### src/rtl/sysid_checker_pkg.sv
// Shared types and constants for the system ID startup checker.
package sysid_checker_pkg;

  typedef enum logic [2:0] {
    ST_BOOT,
    ST_REQ_ID,
    ST_WAIT_ID,
    ST_REQ_TS,
    ST_WAIT_TS,
    ST_DONE
  } state_t;

  typedef enum logic [1:0] {
    RD_IDLE,
    RD_REQ,
    RD_WAIT
  } rd_phase_t;

  localparam int unsigned ID_OFS = 0;
  localparam int unsigned TS_OFS = 4;

  function automatic int unsigned clog2(input int unsigned value);
    int unsigned res;
    res = 0;
    while ((64'd1 << res) < 64'(value)) res = res + 1;
    return res;
  endfunction

endpackage

### src/rtl/avm_single_read.sv
// Single outstanding Avalon-MM read: request, wait for data, per-transaction timeout.
module avm_single_read
  import sysid_checker_pkg::*;
#(
  parameter int unsigned        ADDR_W         = 32,
  parameter logic [ADDR_W-1:0]  RESET_ADDR     = '0,
  parameter int unsigned        TIMEOUT_CYCLES = 1024
) (
  input  logic              clock,
  input  logic              reset_n,
  input  logic              go,
  input  logic [ADDR_W-1:0] addr,
  output logic [ADDR_W-1:0] avm_address,
  output logic              avm_read,
  input  logic              avm_waitrequest,
  input  logic              avm_readdatavalid,
  input  logic [31:0]       avm_readdata,
  output logic              accept_c,
  output logic              valid_c,
  output logic [31:0]       data_c,
  output logic              timeout_c
);

  localparam int unsigned        CNT_W    = clog2(TIMEOUT_CYCLES) + 1;
  localparam logic [CNT_W-1:0]   CNT_LAST = CNT_W'(TIMEOUT_CYCLES - 1);

  rd_phase_t         phase_q, phase_d;
  logic              read_d;
  logic [ADDR_W-1:0] addr_d;
  logic [CNT_W-1:0]  cnt_q, cnt_d;

  always_ff @(posedge clock or negedge reset_n) begin
    if (!reset_n) begin
      phase_q     <= RD_IDLE;
      avm_read    <= 1'b0;
      avm_address <= RESET_ADDR;
      cnt_q       <= '0;
    end else begin
      phase_q     <= phase_d;
      avm_read    <= read_d;
      avm_address <= addr_d;
      cnt_q       <= cnt_d;
    end
  end

  // Data landing in the accept cycle counts, so the wait phase can be skipped.
  always_comb begin
    phase_d   = phase_q;
    read_d    = avm_read;
    addr_d    = avm_address;
    cnt_d     = cnt_q;
    accept_c  = (phase_q == RD_REQ) && !avm_waitrequest;
    valid_c   = avm_readdatavalid && ((phase_q == RD_WAIT) || accept_c);
    data_c    = avm_readdata;
    timeout_c = (phase_q != RD_IDLE) && !valid_c && (cnt_q == CNT_LAST);

    if ((phase_q != RD_IDLE) && (cnt_q != CNT_LAST)) cnt_d = cnt_q + CNT_W'(1);

    case (phase_q)
      RD_REQ: begin
        if (accept_c) begin
          read_d  = 1'b0;
          phase_d = valid_c ? RD_IDLE : RD_WAIT;
        end
      end
      RD_WAIT: begin
        if (valid_c) phase_d = RD_IDLE;
      end
      default: ;
    endcase

    if (timeout_c) begin
      phase_d = RD_IDLE;
      read_d  = 1'b0;
    end

    if (go) begin
      phase_d = RD_REQ;
      read_d  = 1'b1;
      addr_d  = addr;
      cnt_d   = '0;
    end
  end

endmodule

### config.mk
export PLATFORM = sky130hd
export DESIGN_NAME = avm_single_read
export DESIGN_NICKNAME = d
export VERILOG_FILES = /design/src/rtl/sysid_checker_pkg.sv /design/src/rtl/avm_single_read.sv
export SDC_FILE = /design/constraint.sdc
export NUM_CORES = 1
export LEC_CHECK = 0
export BUFFER_PORTS_ARGS = -buffer_cell sky130_fd_sc_hd__buf_2
export CORE_ASPECT_RATIO = 1.4
export CORE_MARGIN = 1
export CORE_UTILIZATION = 40
export CTS_BUF_LIST = sky130_fd_sc_hd__clkbuf_4
export DETAILED_ROUTE_END_ITERATION = 10
export PLACE_DENSITY = 0.78
export SKIP_LAST_GASP = 1
export SLEW_MARGIN = 25
export SYNTH_ARGS = -nofsm -noshare
export SYNTH_HDL_FRONTEND = slang
export SYNTH_SLANG_ARGS = --single-unit
### constraint.sdc
create_clock -name clock -period 1.81 [get_ports clock]
set_clock_uncertainty 0.1 [all_clocks]
set_input_delay 0.2715 -clock clock [delete_from_list [all_inputs] [get_ports clock]]
set_output_delay 0.2715 -clock clock [all_outputs]
set_load 0.1 [all_outputs]
==> flow_metrics.tcl, run 1 <==
set metrics [dict create \
    outcome "finished, violations left" \
    violations "negative setup slack" \
    htreeDepth 2 \
    wl_per_cell_um 14.54 \
    synth.distinct_cells 44 \
    rsz0062_at_grt "yes" \
    coreArea_um2 5525 \
    start_util_pct 41.53 \
    dpl.hpwl_mm 3.395 \
    tritoncts_num_sinks 46 \
    intPower_mw 2.134 \
    num_vias 1710 \
    drtAntennaViolNets 0 \
    cp_max_fo 2 \
    seq_area_frac_synth_pct 50.16 \
    dpl-instance-area_um2 2725 \
    syn_inst 190 \
    ff2ff_setup_slack_ns -0.24 \
    p_per_area_nw_per_um2 1209 \
    grt_max_degree 34 \
    setup_slack_ns -0.4153 \
    synth_area_per_cell_um2 12.08 \
    critPathLaunchType "flop" \
    p_seq_share_pct 33.5 \
    post_drt_via_cell_ratio 5.135 \
    synth_most_common_cell "dfrtp_1" \
    firstDrtPassIters 4 \
    die_h_um 91.62 \
    ys_ff_latch 46 \
    cts_root_buffer "clkbuf_4" \
    io_buffers 72 \
    holdCritPathClass "input port to flop" \
    yosys_warnings 0 \
    swShare_pct 41.27 \
    power_leakage_nw 1.387 \
    yosys.area.top_type "dfrtp_1" \
    clockBufferDepth 2 \
    gp_congestion 0.8108 \
    synth_area_leaders "dfrtp_1, mux2_2, buf_4" \
    ys_top_cells_by_count "dfrtp_1, mux2_2, buf_4" \
    pin_count 137 \
    num_rows 32 \
    max_cap_viol_count 0 \
    period_needed_ns 2.225 \
    final_cells 333 \
    maxSlewViolCount 0 \
    setup.worst_path.class "flop to output port" \
    setup_viol 9 \
    grt_overflow_total 0 \
    clockPowerShare_pct 17.3 \
    design_area_um2 3005 \
    synthArstFlopShare_pct 100.0 \
    drc 0 \
    syn-cell-area_um2 2295 \
    peakVddDrop_mv 0.5447 \
    drt-initial-drc-count 61 \
    hold_violations 0 \
    die_area_um2 6048 \
    synth_top_area_share_pct 50.16 \
    cp.required_ns 1.44 \
    numCtsBuffers 5 \
    cp-end-kind "output port" \
    synth_edf_count 0 \
    tightest_slew_ns 0.4924 \
    final.setup.tns_ns -1.450 \
    antenna_found_initial 0 \
    final_core_util_pct 54.39 \
    finalCritPeriodShare_pct 122.9 \
    drive_above_1_share_pct 62.26 \
    fmax_mhz 449.4 \
    path_clk_slew_ns 0.13 \
    wirelength_mm 4.843 \
    switchingPower_mw 1.499 \
    arrival_ns 1.85 \
    comb_power_share_pct 49.2 \
    area_growth_pct 30.97 \
    relSlewSlack_pct 67.40 \
    nets 337 \
    ys.flop_type "dfrtp_1" \
    syn_nets 263 \
    n_antenna_cell 0 \
    grt_usage_pct 16.54 \
    first_global_vias 1719 \
    tritoncts "yes" \
    insertion_delay_ns 0.34 \
    die_x_um 66.02 \
    power_mw 3.633 \
    grt_first_pass_wirelength_mm 7.734 \
    dp_cells 315 \
]
-- final timing paths --
kind / from / end / cells past startpoint
min: addr[8] / avm_address[8] / 2
max reg2reg: phase_q[0] / cnt_q[5] / 7
min reg2reg: avm_address[1] / avm_address[1] / 1
max: phase_q[1] / timeout_c / 8
min in group asynchronous: reset_n / avm_address[3] / 2
max in group asynchronous: reset_n / cnt_q[9] / 3
-- placed cells by master, fill, tap and decap left out, drive strengths merged, types with 2 or more instances in the layout --
| cell | synthesis | final |
|---|---|---|
| a211oi | 2 | 2 |
| a21oi | 5 | 5 |
| a311oi | 2 | 2 |
| a31oi | 2 | 2 |
| and3 | 2 | 2 |
| and3b | 2 | 2 |
| buf | 35 | 103 |
| clkbuf | 2 | 7 |
| dfrtp | 46 | 46 |
| ha | 4 | 4 |
| inv | 5 | 5 |
| mux2 | 33 | 33 |
| mux2i | 2 | 2 |
| nand2 | 3 | 3 |
| nand2b | 2 | 2 |
| nand3 | 4 | 4 |
| nand3b | 2 | 2 |
| nand4 | 2 | 2 |
| nor2 | 8 | 8 |
| nor2b | 3 | 3 |
| o21ai | 4 | 4 |
| o21bai | 2 | 2 |
| xnor2 | 2 | 2 |
-- what timing repair did --
| action | 4_1_cts | 5_1_grt |
|---|---|---|
| pin swaps | 3 | 10 |
| gates resized for setup | 13 | 10 |
| setup endpoints to repair | 6 | 11 |
| hold buffers | 1 | 0 |
| endpoints found under the hold margin | 18 | 0 |
| setup buffers | 3 | 7 |
-- metrics by stage --
stage | hold slack (ns) | setup slack (ns)
3_5_place_dp | 0.1385 | -0.08926
3_3_place_gp | 0.1413 | -0.06773
4_1_cts | 0.02484 | -0.4107
2_1_floorplan | -0.1241 | -0.6757
6_report | 0.04678 | -0.4153
5_1_grt | 0.01608 | -0.5055
-- state kept, by name, summed over array words and instances, names as in the netlist --
register	cells
avm_address	32
phase_q	2
cnt_q	11
avm_read	1
-- power groups by stage --
stage	Clock [mW]	Combinational (mW)	Sequential, mW
3_5_place_dp	0	1.55	1.23
3_3_place_gp	0	1.52	1.23
2_1_floorplan	0	0.826	1.82
4_1_cts	0.660	1.65	1.22
5_1_grt	0.701	1.88	1.23
6_report	0.629	1.79	1.22
-- worst max-delay path, cell delays in order (launching register included) --
cell and delay, ns:
dfrtp_1 0.38, inv_2 0.06, buf_6 0.12, ha_4 0.15
nor2b_4 0.13, o21a_4 0.19, or2_4 0.27, inv_4 0.06
buf_12 0.16
-- routing by layer --
metal | share of wire, % | GRT usage (%)
met4 | 2.4 | 7.801
met2 | 57 | 29.51
met1 | 36 | 18.23
met5 | 0 | 0
met3 | 4.6 | 3.234
-- cell families (layout without fill, tap and decap cells) --
logic type                 after synthesis  in the layout  synth area share (%)
xor gates and xnor gates                 2              2                0.7635
muxes                                   35             35                 17.07
adders and majority gates                4              4                 2.181
buffers and inverters                   42            117                 12.49
DFF                                     46             46                 50.16
and+or+nand+nor                         36             36                 9.434
AOI/OAI and AO/OA                       25             25                 7.906
-- layout make-up --
| class | instances | area, um^2 |
|---|---|---|
| fillers | 477 | 2520 |
| flip-flops and latches | 46 | 1151 |
| multi-input cells | 102 | 974.7 |
| repair buffers | 104 | 690.7 |
| well taps | 68 | 85.08 |
| clock buffers | 7 | 52.55 |
| clock inverters | 1 | 30.03 |
| inverters | 5 | 21.27 |
No activity file was read; power rests on OpenSTA's default activity.
==> inputs of run 2 (changes only) <==
Settings changed: CORE_ASPECT_RATIO 1.4 to 2.
==> flow_metrics.tcl, run 2 (synthesized netlist as in run 1, its figures left out) <==
set metrics [dict create \
    finalCritPeriodShare_pct 124.9 \
    cp.required_ns 1.44 \
    rsz0062_at_grt "yes" \
    comb_power_share_pct 49.1 \
    wirelength_mm 4.871 \
    coreArea_um2 5468 \
    final.setup.tns_ns -1.203 \
    grt_overflow_total 0 \
    grt_max_degree 47 \
    grt_first_pass_wirelength_mm 7.617 \
    drc 0 \
    fmax_mhz 442.2 \
    top_regs "avm_address x32, cnt_q x11, phase_q x2" \
    die_area_um2 6062 \
    cp-end-kind "output port" \
    path_clk_slew_ns 0.13 \
    setup.worst_path.class "flop to output port" \
    clockPowerShare_pct 14.4 \
    max_cap_viol_count 0 \
    grt_usage_pct 16.36 \
    drtAntennaViolNets 0 \
    area_growth_pct 26.17 \
    setup_viol 7 \
    hold_violations 0 \
    antenna_found_initial 1 \
    whs_endpoint "avm_address[5]" \
    start_util_pct 41.97 \
    arrival_ns 1.89 \
    peakVddDrop_mv 0.7116 \
    maxSlewViolCount 0 \
    nets 334 \
    post_drt_via_cell_ratio 5.254 \
    io_buffers 72 \
    drive_above_1_share_pct 61.07 \
    num_rows 38 \
    pin_count 137 \
    reg2reg_depth 7 \
    cp_max_fo 2 \
    tritoncts "yes" \
    die_h_um 109.1 \
    firstDrtPassIters 4 \
    tritoncts_num_sinks 46 \
    whs_path_depth 2 \
    final_core_util_pct 52.95 \
    p_seq_share_pct 36.5 \
    htreeDepth 2 \
    holdCritPathClass "input port to flop" \
    period_needed_ns 2.261 \
    reg2reg_from "phase_q[0]" \
    dpl.hpwl_mm 3.544 \
    first_global_vias 1683 \
    violations "negative setup slack" \
    ff2ff_setup_slack_ns -0.16 \
    regMostFlops "avm_address" \
    dp_cells 307 \
    hold_start "addr[5]" \
    clockBufferDepth 2 \
    cts_root_buffer "clkbuf_4" \
    tightest_slew_ns 0.4972 \
    final_common_cell "buf_2" \
    numCtsBuffers 5 \
    num_vias 1697 \
    power_leakage_nw 1.352 \
    largest_reg_flops 32 \
    wl_per_cell_um 15.08 \
    intPower_mw 1.874 \
    relSlewSlack_pct 67.08 \
    power_mw 3.342 \
    swShare_pct 43.93 \
    outcome "finished, violations left" \
    setup_slack_ns -0.4512 \
    insertion_delay_ns 0.37 \
    drt-initial-drc-count 26 \
    layout_common_cells "buf_2, dfrtp_1, mux2_2, buf_4, nor2_1" \
    critPathLaunchType "flop" \
    gp_congestion 0.8568 \
    die_x_um 55.56 \
    final_cells 323 \
    switchingPower_mw 1.468 \
    p_per_area_nw_per_um2 1154 \
    reg2reg_to "phase_q[0]" \
]
==> run 2: repair_timing <==
| item | in CTS | in global routing |
|---|---|---|
| gates cloned | 0 | 0 |
| hold buffers | 1 | 0 |
| gates resized for setup | 9 | 6 |
| pin swaps | 6 | 5 |
| buffers inserted | 5 | 2 |
| setup endpoints to repair | 6 | 11 |
| endpoints found under the hold margin | 46 | 0 |
==> run 2: critical path, cell delays in order (launching register included) <==
cell and delay (ns):
dfrtp_1 0.41, inv_2 0.07, ha_4 0.16, and4b_2 0.29, nand3_2 0.09, or2_4 0.26
inv_2 0.07, buf_12 0.16
==> run 2: routing by layer <==
layer	up-vias	GRT usage [%]	share of wire (%)
met5	-	0	0
met2	46	29.78	57
met3	27	2.610	4.5
li1	785	-	-
met1	839	15.82	33
met4	0	13.75	4.8
==> run 2: power groups by stage <==
stage | sequential, mW | clock (mW) | combinational, mW
detailed placement | 1.24 | 0 | 1.52
floorplan | 1.82 | 0 | 0.826
global route | 1.24 | 0.533 | 1.73
finish | 1.22 | 0.481 | 1.64
CTS | 1.22 | 0.503 | 1.59
global placement | 1.23 | 0 | 1.49
==> run 2: how the worst max path moves through the flow <==
stage                           from         to  slack [ns]  cells after the start
after detailed placement  phase_q[0]  timeout_c       -0.15                      7
after global routing      phase_q[1]  timeout_c       -0.51                      8
after floorplan           phase_q[1]  timeout_c       -0.68                      6
after global placement    phase_q[0]  timeout_c       -0.10                      7
final                     phase_q[0]  timeout_c       -0.45                      7
after CTS                 phase_q[0]  timeout_c       -0.43                      7
==> run 2: area by class of cell <==
cell class,count,area [um^2]
multi-input cells,102,944.7
clock buffers,6,45.04
diodes,1,2.502
clock inverters,2,8.758
inverters,5,18.77
repair buffers,101,649.4
fillers,453,2572
well taps,60,75.07
flip-flops and latches,46,1151
==> run 2: per-stage QoR <==
stage / cell area [um^2] / hold slack, ns / worst slack [ns]
floorplan: 2325 / -0.1241 / -0.6757
global placement: 2715 / 0.1660 / -0.1017
detailed placement: 2715 / 0.1683 / -0.1532
CTS: 2850 / 0.008223 / -0.4350
global route: 2895 / 0.0006566 / -0.5073
finish: 2895 / 0.02203 / -0.4512
==> inputs of run 3 (changes only) <==
Settings changed: RECOVER_POWER from default to 50.
==> flow_metrics.tcl, run 3 (synthesized netlist as in run 1, its figures left out) <==
set metrics [dict create \
    outcome "finished, violations left" \
    violations "negative setup slack" \
    power_leakage_nw 1.346 \
    final_common_cell "buf_2" \
    coreArea_um2 5468 \
    holdWs_ns 0.02334 \
    firstDrtPassIters 4 \
    grt_first_pass_wirelength_mm 7.617 \
    area_growth_pct 25.52 \
    intPower_mw 1.870 \
    peakVddDrop_mv 0.7119 \
    p_seq_share_pct 36.6 \
    max_cap_viol_count 0 \
    num_rows 38 \
    cp.required_ns 1.44 \
    drt-initial-drc-count 26 \
    nets 334 \
    first_global_vias 1683 \
    clockPowerShare_pct 14.4 \
    antenna_found_initial 1 \
    setup.worst_path.class "flop to output port" \
    arrival_ns 1.89 \
    holdCritPathClass "input port to flop" \
    insertion_delay_ns 0.37 \
    die_h_um 109.1 \
    dpl-instance-area_um2 2715 \
    die_area_um2 6062 \
    regMostFlops "avm_address" \
    power_mw 3.337 \
    path_clk_slew_ns 0.13 \
    p_per_area_nw_per_um2 1158 \
    critPathLaunchType "flop" \
    maxSlewViolCount 0 \
    hold_start "addr[5]" \
    setup_viol 7 \
    grt_max_degree 47 \
    cp_max_fo 2 \
    layout_common_cells "buf_2, dfrtp_1, mux2_2, buf_4, nor2_1" \
    drtAntennaViolNets 0 \
    pin_count 137 \
    htreeDepth 2 \
    tritoncts "yes" \
    final.setup.tns_ns -1.206 \
    period_needed_ns 2.261 \
    swShare_pct 43.95 \
    comb_power_share_pct 49.0 \
    grt_overflow_total 0 \
    gp_congestion 0.8568 \
    cts_root_buffer "clkbuf_4" \
    start_util_pct 41.97 \
    largest_reg_flops 32 \
    clockBufferDepth 2 \
    switchingPower_mw 1.467 \
    design_area_um2 2880 \
    top_regs "avm_address x32, cnt_q x11, phase_q x2" \
    final_core_util_pct 52.68 \
    ff2ff_setup_slack_ns -0.16 \
    finalCritPeriodShare_pct 124.9 \
    grt_usage_pct 16.36 \
    rsz0062_at_grt "yes" \
    relSlewSlack_pct 25.17 \
    numCtsBuffers 5 \
    cp-end-kind "output port" \
    wirelength_mm 4.871 \
    setup_slack_ns -0.4505 \
    wl_per_cell_um 15.08 \
    drive_above_1_share_pct 61.07 \
    post_drt_via_cell_ratio 5.235 \
    die_x_um 55.56 \
    fmax_mhz 442.4 \
    hold_violations 0 \
    tightest_slew_ns 1.122 \
    tritoncts_num_sinks 46 \
    drc 0 \
    io_buffers 72 \
    setup.worst_path.start "phase_q[0]" \
    dpl.hpwl_mm 3.544 \
    num_vias 1691 \
    reg2reg_from "phase_q[0]" \
]
==> run 3: final timing paths <==
path	endpoint	depth (start not counted)
min in group asynchronous	avm_address[3]	3
setup reg to reg	phase_q[0]	7
hold / removal	avm_address[5]	2
setup / recovery	timeout_c	7
hold reg to reg	avm_address[30]	1
max in group asynchronous	cnt_q[1]	3
==> run 3: metal layers <==
metal | vias up | GRT usage, % | share of wire [%]
li1 | 783 | - | -
met1 | 841 | 15.82 | 34
met2 | 40 | 29.78 | 57
met3 | 27 | 2.610 | 4.1
met4 | 0 | 13.75 | 4.8
met5 | - | 0 | 0
==> run 3: area by class of cell <==
cell class | instances | area (um^2)
tap | 60 | 75.07
antenna | 1 | 2.502
multi-input combinational | 102 | 944.7
fill | 455 | 2587
clock buffer | 6 | 45.04
clock inverter | 2 | 8.758
timing repair buffer | 101 | 634.4
inverter | 5 | 18.77
sequential | 46 | 1151
==> run 3: worst max-delay path: stages (launching register included) <==
cell and delay [ns]:
dfrtp_1 0.41, inv_2 0.07, ha_4 0.16, and4b_2 0.29, nand3_2 0.09, or2_4 0.26, inv_2 0.07, buf_12 0.16
==> run 3: power by group through the flow <==
| stage | Sequential, mW | Combinational [mW] | Clock [mW] |
|---|---|---|---|
| after detailed placement | 1.24 | 1.52 | 0 |
| after floorplan | 1.82 | 0.826 | 0 |
| after global routing | 1.24 | 1.73 | 0.533 |
| after global placement | 1.23 | 1.49 | 0 |
| after CTS | 1.22 | 1.59 | 0.503 |
| final | 1.22 | 1.64 | 0.479 |
==> run 3: what timing repair did <==
action	4_1_cts	5_1_grt
setup buffers	5	2
setup endpoints to repair	6	11
endpoints found under the hold margin	46	0
resized for setup	9	6
gates cloned	0	0
pin swaps	6	5
hold buffers	1	0
==> run 3: metrics by stage <==
step	setup slack (ns)	instances
2_1_floorplan	-0.6757	190
3_3_place_gp	-0.1017	307
3_5_place_dp	-0.1532	307
4_1_cts	-0.4350	321
5_1_grt	-0.5073	323
6_report	-0.4505	323
